### config.mk
export PLATFORM = sky130hd
export DESIGN_NAME = map_probe_arbiter
export DESIGN_NICKNAME = d
export VERILOG_FILES = /design/src/rtl/map_probe_arbiter.sv
export SDC_FILE = /design/constraint.sdc
export NUM_CORES = 1
export LEC_CHECK = 0
export CAP_MARGIN = 0
export CORE_MARGIN = 5
export CORE_UTILIZATION = 45
export CTS_BUF_LIST = sky130_fd_sc_hd__clkbuf_4
export DETAILED_ROUTE_END_ITERATION = 10
export PLACE_DENSITY = 0.76
export SYNTH_ARGS = -nofsm -noshare
export SYNTH_HDL_FRONTEND = slang
export SYNTH_SLANG_ARGS = --single-unit
### constraint.sdc
create_clock -name clk -period 6.35 [get_ports clk]
set_clock_uncertainty 0.15 [all_clocks]
set_input_delay 1.27 -clock clk [delete_from_list [all_inputs] [get_ports clk]]
set_output_delay 1.27 -clock clk [all_outputs]
set_load 0.02 [all_outputs]
### src/rtl/map_probe_arbiter.sv
// map_probe_arbiter
//   Shares one mapRom read port among four movers (pacman = id 0, monsters
//   1-3 = ids 1-3). A granted mover's centre (x,y) is latched. Twelve wall
//   probes (three per direction L,U,R,D) are then issued on rom_x/rom_y.
//   The sampled pixels are folded into a 4-bit passability vector {D,R,U,L}.
//
//   Compile-time option: define MAP_PROBE_FIXED_PRIO_EN to replace the
//   round-robin arbiter with fixed priority (id 0 highest, id 3 lowest).
//
// Parameters
//   ROM_LAT    cycles from rom_x/rom_y to a valid rom_pixel (0..2)
// Ports
//   clk        system clock
//   reset      asynchronous reset, active low
//   req        per-mover level request
//   req_x      packed centre x, 9 bits per mover
//   req_y      packed centre y, 9 bits per mover
//   rom_x      registered probe x to mapRom
//   rom_y      registered probe y to mapRom
//   rom_pixel  mapRom pixel, 2'b00 = wall
//   busy       a query is in service
//   done       one-cycle result strobe
//   done_id    id of the answered mover, held until the next done
//   flags      {D,R,U,L} passability, held until the next done
module map_probe_arbiter #(
    parameter int ROM_LAT = 0
) (
    input  logic        clk,
    input  logic        reset,
    input  logic [3:0]  req,
    input  logic [35:0] req_x,
    input  logic [35:0] req_y,
    output logic [8:0]  rom_x,
    output logic [8:0]  rom_y,
    input  logic [1:0]  rom_pixel,
    output logic        busy,
    output logic        done,
    output logic [1:0]  done_id,
    output logic [3:0]  flags
);

    typedef enum logic [1:0] {IDLE, PROBE, DONE} state_t;

    state_t     state;
    logic [1:0] id_q;
    logic [8:0] x_q;
    logic [8:0] y_q;
    logic [3:0] cnt;      // cycles spent in PROBE; probe cnt is on the bus
    logic [3:0] wflags;   // flags being accumulated for the current query

    logic [1:0] win;
    logic [8:0] win_x;
    logic [8:0] win_y;
    logic       samp;
    logic [3:0] sidx;
    logic       last_samp;
    logic [3:0] clr;

`ifndef MAP_PROBE_FIXED_PRIO_EN
    logic [1:0] last_q;
`endif

    // Probe k relative to the centre, wrapped modulo 512.
    // 9'd499 is -13 and 9'd501 is -11.
    function automatic logic [17:0] probe_xy(input logic [8:0] x,
                                             input logic [8:0] y,
                                             input logic [3:0] k);
        logic [8:0] dx;
        logic [8:0] dy;
        logic [8:0] px;
        logic [8:0] py;
        case (k)
            4'd0:    begin dx = 9'd499; dy = 9'd0;   end
            4'd1:    begin dx = 9'd501; dy = 9'd499; end
            4'd2:    begin dx = 9'd501; dy = 9'd12;  end
            4'd3:    begin dx = 9'd0;   dy = 9'd499; end
            4'd4:    begin dx = 9'd499; dy = 9'd501; end
            4'd5:    begin dx = 9'd12;  dy = 9'd501; end
            4'd6:    begin dx = 9'd12;  dy = 9'd0;   end
            4'd7:    begin dx = 9'd11;  dy = 9'd499; end
            4'd8:    begin dx = 9'd11;  dy = 9'd12;  end
            4'd9:    begin dx = 9'd0;   dy = 9'd12;  end
            4'd10:   begin dx = 9'd499; dy = 9'd11;  end
            default: begin dx = 9'd12;  dy = 9'd11;  end
        endcase
        px = x + dx;
        py = y + dy;
        return {px, py};
    endfunction

    // Direction bit owning probe k: 0-2 L, 3-5 U, 6-8 R, 9-11 D.
    function automatic logic [1:0] dir_of(input logic [3:0] k);
        if (k < 4'd3)      return 2'd0;
        else if (k < 4'd6) return 2'd1;
        else if (k < 4'd9) return 2'd2;
        else               return 2'd3;
    endfunction

    // The first candidate in search order wins, so the loop walks the order
    // backwards and lets later (earlier-in-order) hits overwrite.
    always_comb begin
        win = 2'd0;
`ifdef MAP_PROBE_FIXED_PRIO_EN
        for (int i = 3; i >= 0; i--) begin
            if (req[i]) win = 2'(i);
        end
`else
        for (int i = 4; i >= 1; i--) begin
            if (req[last_q + 2'(i)]) win = last_q + 2'(i);
        end
`endif
    end

    assign win_x = req_x[9*int'(win) +: 9];
    assign win_y = req_y[9*int'(win) +: 9];

    // Pixels arrive ROM_LAT cycles behind the probe that produced them.
    generate
        if (ROM_LAT == 0) begin : g_samp0
            assign samp = 1'b1;
        end else begin : g_sampn
            assign samp = (cnt >= 4'(ROM_LAT));
        end
    endgenerate

    assign sidx      = cnt - 4'(ROM_LAT);
    assign last_samp = samp && (sidx == 4'd11);

    always_comb begin
        clr = 4'b0000;
        if (state == PROBE && samp && rom_pixel == 2'b00) clr = 4'b0001 << dir_of(sidx);
    end

    always_ff @(posedge clk or negedge reset) begin
        if (!reset) begin
            state   <= IDLE;
            id_q    <= 2'd0;
            x_q     <= 9'd0;
            y_q     <= 9'd0;
            cnt     <= 4'd0;
            wflags  <= 4'b0000;
            rom_x   <= 9'd0;
            rom_y   <= 9'd0;
            busy    <= 1'b0;
            done    <= 1'b0;
            done_id <= 2'd0;
            flags   <= 4'b0000;
`ifndef MAP_PROBE_FIXED_PRIO_EN
            last_q  <= 2'd3;
`endif
        end else begin
            case (state)
                // Grant: latch the winner and put probe 0 on the bus at once.
                IDLE: begin
                    if (|req) begin
                        state          <= PROBE;
                        id_q           <= win;
                        x_q            <= win_x;
                        y_q            <= win_y;
                        cnt            <= 4'd0;
                        wflags         <= 4'b1111;
                        busy           <= 1'b1;
                        {rom_x, rom_y} <= probe_xy(win_x, win_y, 4'd0);
`ifndef MAP_PROBE_FIXED_PRIO_EN
                        last_q         <= win;
`endif
                    end
                end
                // Issue probes 1..11 and fold in pixels as they return.
                PROBE: begin
                    cnt    <= cnt + 4'd1;
                    wflags <= wflags & ~clr;
                    if (cnt < 4'd11) {rom_x, rom_y} <= probe_xy(x_q, y_q, cnt + 4'd1);
                    if (last_samp) begin
                        state   <= DONE;
                        done    <= 1'b1;
                        done_id <= id_q;
                        flags   <= wflags & ~clr;
                    end
                end
                // Result cycle.
                DONE: begin
                    done  <= 1'b0;
                    busy  <= 1'b0;
                    state <= IDLE;
                end
                default: state <= IDLE;
            endcase
        end
    end

endmodule
* Yosys cells after proc, flatten, opt, wreduce, memory -nomap -nowiden
Memory sizes are Yosys's and may differ from the RTL's.
Cells that the tools add are included.
** Cells by class
- Add/subtract/negate cells :: 8
- Multipliers :: 1
- Magnitude comparators :: 8
- Equal/unequal tests :: 6
- Shift operators :: 3
- Mux-type cells :: 40
- Bitwise logic cells :: 2
- Reductions and logical operators :: 14
** Operators by type and width (count)
- $mux 9 :: 8
- $add 9x9->9 :: 4
- $mux 18 :: 2
- $pmux 9 s2 :: 2
- $shiftx 36x32->9 :: 1
- $shiftx 36x7->9 :: 1
- $mux 2 :: 9
- $pmux 4 s2 :: 2
- $lt 2x3->1 const B :: 4
- $mux 4 :: 3
- $reduce_and 2->1 :: 6
- $bmux 1 s2 :: 4
- $lt 4x4->1 const B :: 2
- $mux 1 :: 7
- $mul 4x2->6 const A :: 1
- $reduce_bool 2->1 :: 3
- $add 2x2->2 const B :: 2
- $add 4x1->4 const B :: 1
- $and 4x4->4 :: 1
- $eq 4x4->1 const B :: 1
- $logic_not 2->1 :: 2
- $lt 4x2->1 const B :: 1
- $lt 4x3->1 const B :: 1
- $ne 2x2->1 const B :: 2
- other kinds (11) :: 12
** Storage, ports and cells
- Register bits :: 58
- ROM bits :: 288
- Output and inout port bits :: 26
- Word-level logic and storage cells :: 96
- Memories :: 1
** Memory list
- (no name shown) :: words 16, bits a word 18, rd ports 1, clocked after memory_dff 0, wr ports 0, line 72 : case (k)

* Logic depth before layout (Yosys ltp)
- Word-level depth :: 11
- Gate-level depth with buffers :: 18

* Worst setup path after synthesis
OpenSTA, ideal clock, no wires.
- Kind :: reg-to-reg
- From :: reg cnt[1]
- To :: reg rom_x[7]
- Library setup time :: 0.131 ns
- Data arrival time :: 3.168 ns
- Slack :: 2.901 ns
- Stages on the path, launching flop included :: 17
- Path buffers :: 1
- Clock period less this slack :: 3.449 ns
- Path through :: dfrtp_1 > ha_1 > inv_1 > ha_1 > clkbuf_1 > inv_1 > a21oi_1 > o21ai_0 > ha_1 > a21o_1 > a21oi_1 > o21ai_0 > a2111oi_0 > nor3b_1 > xor2_1 > a22oi_1 > o21ai_1
** On the way
- Word-level cells in the longest chain between the ends :: 7
** Ends and longest elaborated chain
- start, declared :: line 48 : logic [3:0] cnt;
- start signal, assigned :: line 171 : cnt <= cnt + 4'd1;
- $add 4x1->4 :: line 173 : if (cnt < 4'd11) {rom_x, rom_y} <= probe_xy(x_q, y_q, cnt + 4'd1);
- $mem_v2 16x18
- $mux 18 :: line 173
- $mux 18 :: line 152 : case (state)
- $add 9x9->9 :: line 86 : px = x + dx;
- $mux 9 :: line 173
- $pmux 9 s2 :: line 152
- end signal, assigned :: line 163 : {rom_x, rom_y} <= probe_xy(win_x, win_y, 4'd0);
- end signal, assigned :: line 173
- end, declared :: line 33 : output logic [8:0] rom_x,
Several ways; a longest one is shown, not always the timed one. The select of a mux whose other input is x is not followed.
A chain may end at the register's enable or synchronous reset.

* Worst setup path after layout
- From :: reg cnt[0]
- To :: reg rom_x[8]
The elaborated chain is that of the path after synthesis.

==> results.cfg <==
[routing]
num_vias = 3704
dr.pass1.iters = 4
drt.antenna.violating_nets = 0
wl_per_cell_um = 15.9
viasPerCell = 5.34
wirelength_mm = 11.0
drt_iter0_drc = 217
post-route-drc-count = 0

[timing]
report.final.slew_viol_count = 0
max_freq_mhz = 244
period_minus_slack_ns = 4.10
tightest_slew_ns = 0.732
rsz0062_at_grt = no
hold_viol = 0
setup_viol = 0
setup_tns_ns = 0
hold_ws_ns = 0.341
post-route-period-util_pct = 64.6
slew-limit-headroom_pct = 51.2

[yosys]
synth_edf_count = 0
synth_area_per_cell_um2 = 8.58
async_flop_share_pct = 100
synth_top_flop_cell = dfrtp_1
synthesis.area_um2 = 4130
ys_seq_area_share_pct = 35.2
synth_nets = 587
ys_seq_elements = 58
yosys.area.top_type = dfrtp_1
yosysUniqueCellTypes = 59
ys_warn_count = 0
syn_inst = 481
netlist.area_leader.share_pct = 34.0
synth.area.top_cells = dfrtp_1, nand2_1, ha_1

[global_routing]
antenna_found_initial = 0
grt_pass1_wl_mm = 18.3
grt_max_degree = 59
grt_overflow = 0
track_usage_pct = 20.2
grt_pass1_vias = 3845

[cts]
ctsHoldBuffers = 0
cts_num_sinks = 58
cts_root_buf = clkbuf_4
cts_resized = 0
cts_setup_buffers = 0
cts_tree = built
cts_buffers = 9
clkSlewWorstSetupHoldPaths_ns = 0.11
clock_latency_ns = 0.41
htree_levels = 3
clockBufferDepth = 2

[run_status]
status = completed

[critical_path]
cpMaxStageDelayCell = dfrtp_1
start_kind = register
cp_max_fo = 13
worstPathRequired_ns = 6.51
crit_type = reg2reg
arrival_ns = 4.26
cp_slowest_stage_delay_ns = 0.59
crit_path_cell_trace = ha_1 > inv_1 > ha_1 > inv_1 > a21oi_1 > o21ai_0 > inv_1 > fa_1 > nor2b_1 > o21ai_0 > a21boi_0 > o21ai_0 > a21oi_1 > xor3_1 > a22oi_1 > o21ai_1
endpoint_kind = register

[floorplanning]
io_pins = 106
die_h_um = 106
num_rows = 35
dieArea_um2 = 11200
start_util_pct = 45.3
coreArea_um2 = 9110
die_w_um = 106

[layout]
layout_common_cells = clkdlybuf4s50_1, nand2_1, dfrtp_1
layout.cells.most_common = clkdlybuf4s50_1
area_growth_pct = 30.7
final_nets = 683
n_antenna_cell = 0
drive_gt1_share_pct = 9.11
final_cells = 693

[place]
place_congestion = 0.816
port_buffers = 105
dp.cells = 677
dp_hpwl_mm = 8.46

[pwr]
p_leak_nw = 2.38
power_mw = 3.40
ir_drop_v = 0.000388
power_density_nw_per_um2 = 630

[worst_hold_path]
hp-class = reg2reg

[flow_run]
maxCapViolCount = 0
## cell families after synthesis
family	Yosys count	share of synthesized area, %
adder cells (fa/ha/maj)	26	8.25
flip-flops	58	35.2
AND/OR/NAND/NOR	178	19.3
multiplexers	31	9.28
AO/OA/AOI/OAI	116	17.6
buffers and inverters	51	5.55
XOR/XNOR	21	4.82
## report_power, final
part | switching, mW | total [mW] | internal, mW | leakage, nW
Clock | 0.139 | 0.300 | 0.161 | 0.0838
Sequential | 0.140 | 0.711 | 0.571 | 0.690
Combinational | 1.32 | 2.39 | 1.07 | 1.60
Total | 1.60 | 3.40 | 1.80 | 2.38
## final timing paths
kind / end / slack (ns) / cells past startpoint / from
min in group asynchronous: rom_x[5] / 0.83 / 2 / reset
hold reg to reg: rom_y[0] / 0.34 / 2 / rom_y[0]
hold / removal: rom_y[0] / 0.34 / 2 / rom_y[0]
setup / recovery: rom_x[8] / 2.25 / 16 / cnt[0]
max in group asynchronous: rom_y[2] / 4.72 / 2 / reset
setup reg to reg: rom_x[8] / 2.25 / 16 / cnt[0]
## cell type report
class | instances | area (um2)
clock buffers | 10 | 75.1
clock inverters | 6 | 81.3
fillers | 809 | 3710
inverters | 24 | 90.1
multi-input cells | 372 | 2460
flip-flops and latches | 58 | 1450
well taps | 111 | 139
repair buffers | 112 | 1100
## worst max-delay path, delay by kind of cell, from the launching register on
family / cells / cell delay (ns)
AND/OR/NAND/NOR: 1 / 0.16
buffers and inverters: 3 / 0.40
adder cells (fa/ha/maj): 3 / 1.12
XOR/XNOR: 1 / 0.27
AO/OA/AOI/OAI: 8 / 1.31
flip-flops: 1 / 0.59
## Yosys cell counts, types with 9 or more instances
library cell and n:
nand2_1 103, a21oi_1 25, a31oi_1 10, dfrtp_1 56, ha_1 24, and2_1 10
mux2i_1 14, a211oi_1 11, clkbuf_1 16, xnor2_1 11, nand3_1 11, nor3_1 12
nor2_1 18, inv_1 24, xor2_1 9, o21ai_0 36
## metrics by stage
step,setup slack [ns],util [%],area [um2]
3_5_place_dp,1.84,57.5,5240
5_1_grt,1.88,59.2,5390
4_1_cts,2.29,59.2,5390
6_report,2.25,59.2,5390
2_1_floorplan,2.90,-,4130
3_3_place_gp,1.98,57.5,5240
## state kept, by name, indices dropped and copies added (netlist names)
signal	cells
x_q	9
state	2
done	1
busy	1
wflags	4
last_q	2
rom_x	9
flags	4
y_q	9
done_id	2
cnt	4
id_q	2
rom_y	9
## routing by layer
| layer | part of all wire, % | track usage [%] | routed length [um] |
|---|---|---|---|
| met5 | 0 | 0 | 0 |
| met4 | 2.6 | 6.11 | 286 |
| met3 | 4.7 | 5.51 | 515 |
| met2 | 51 | 36.0 | 5620 |
| met1 | 42 | 23.5 | 4620 |
No activity file was read; power rests on OpenSTA's default activity.
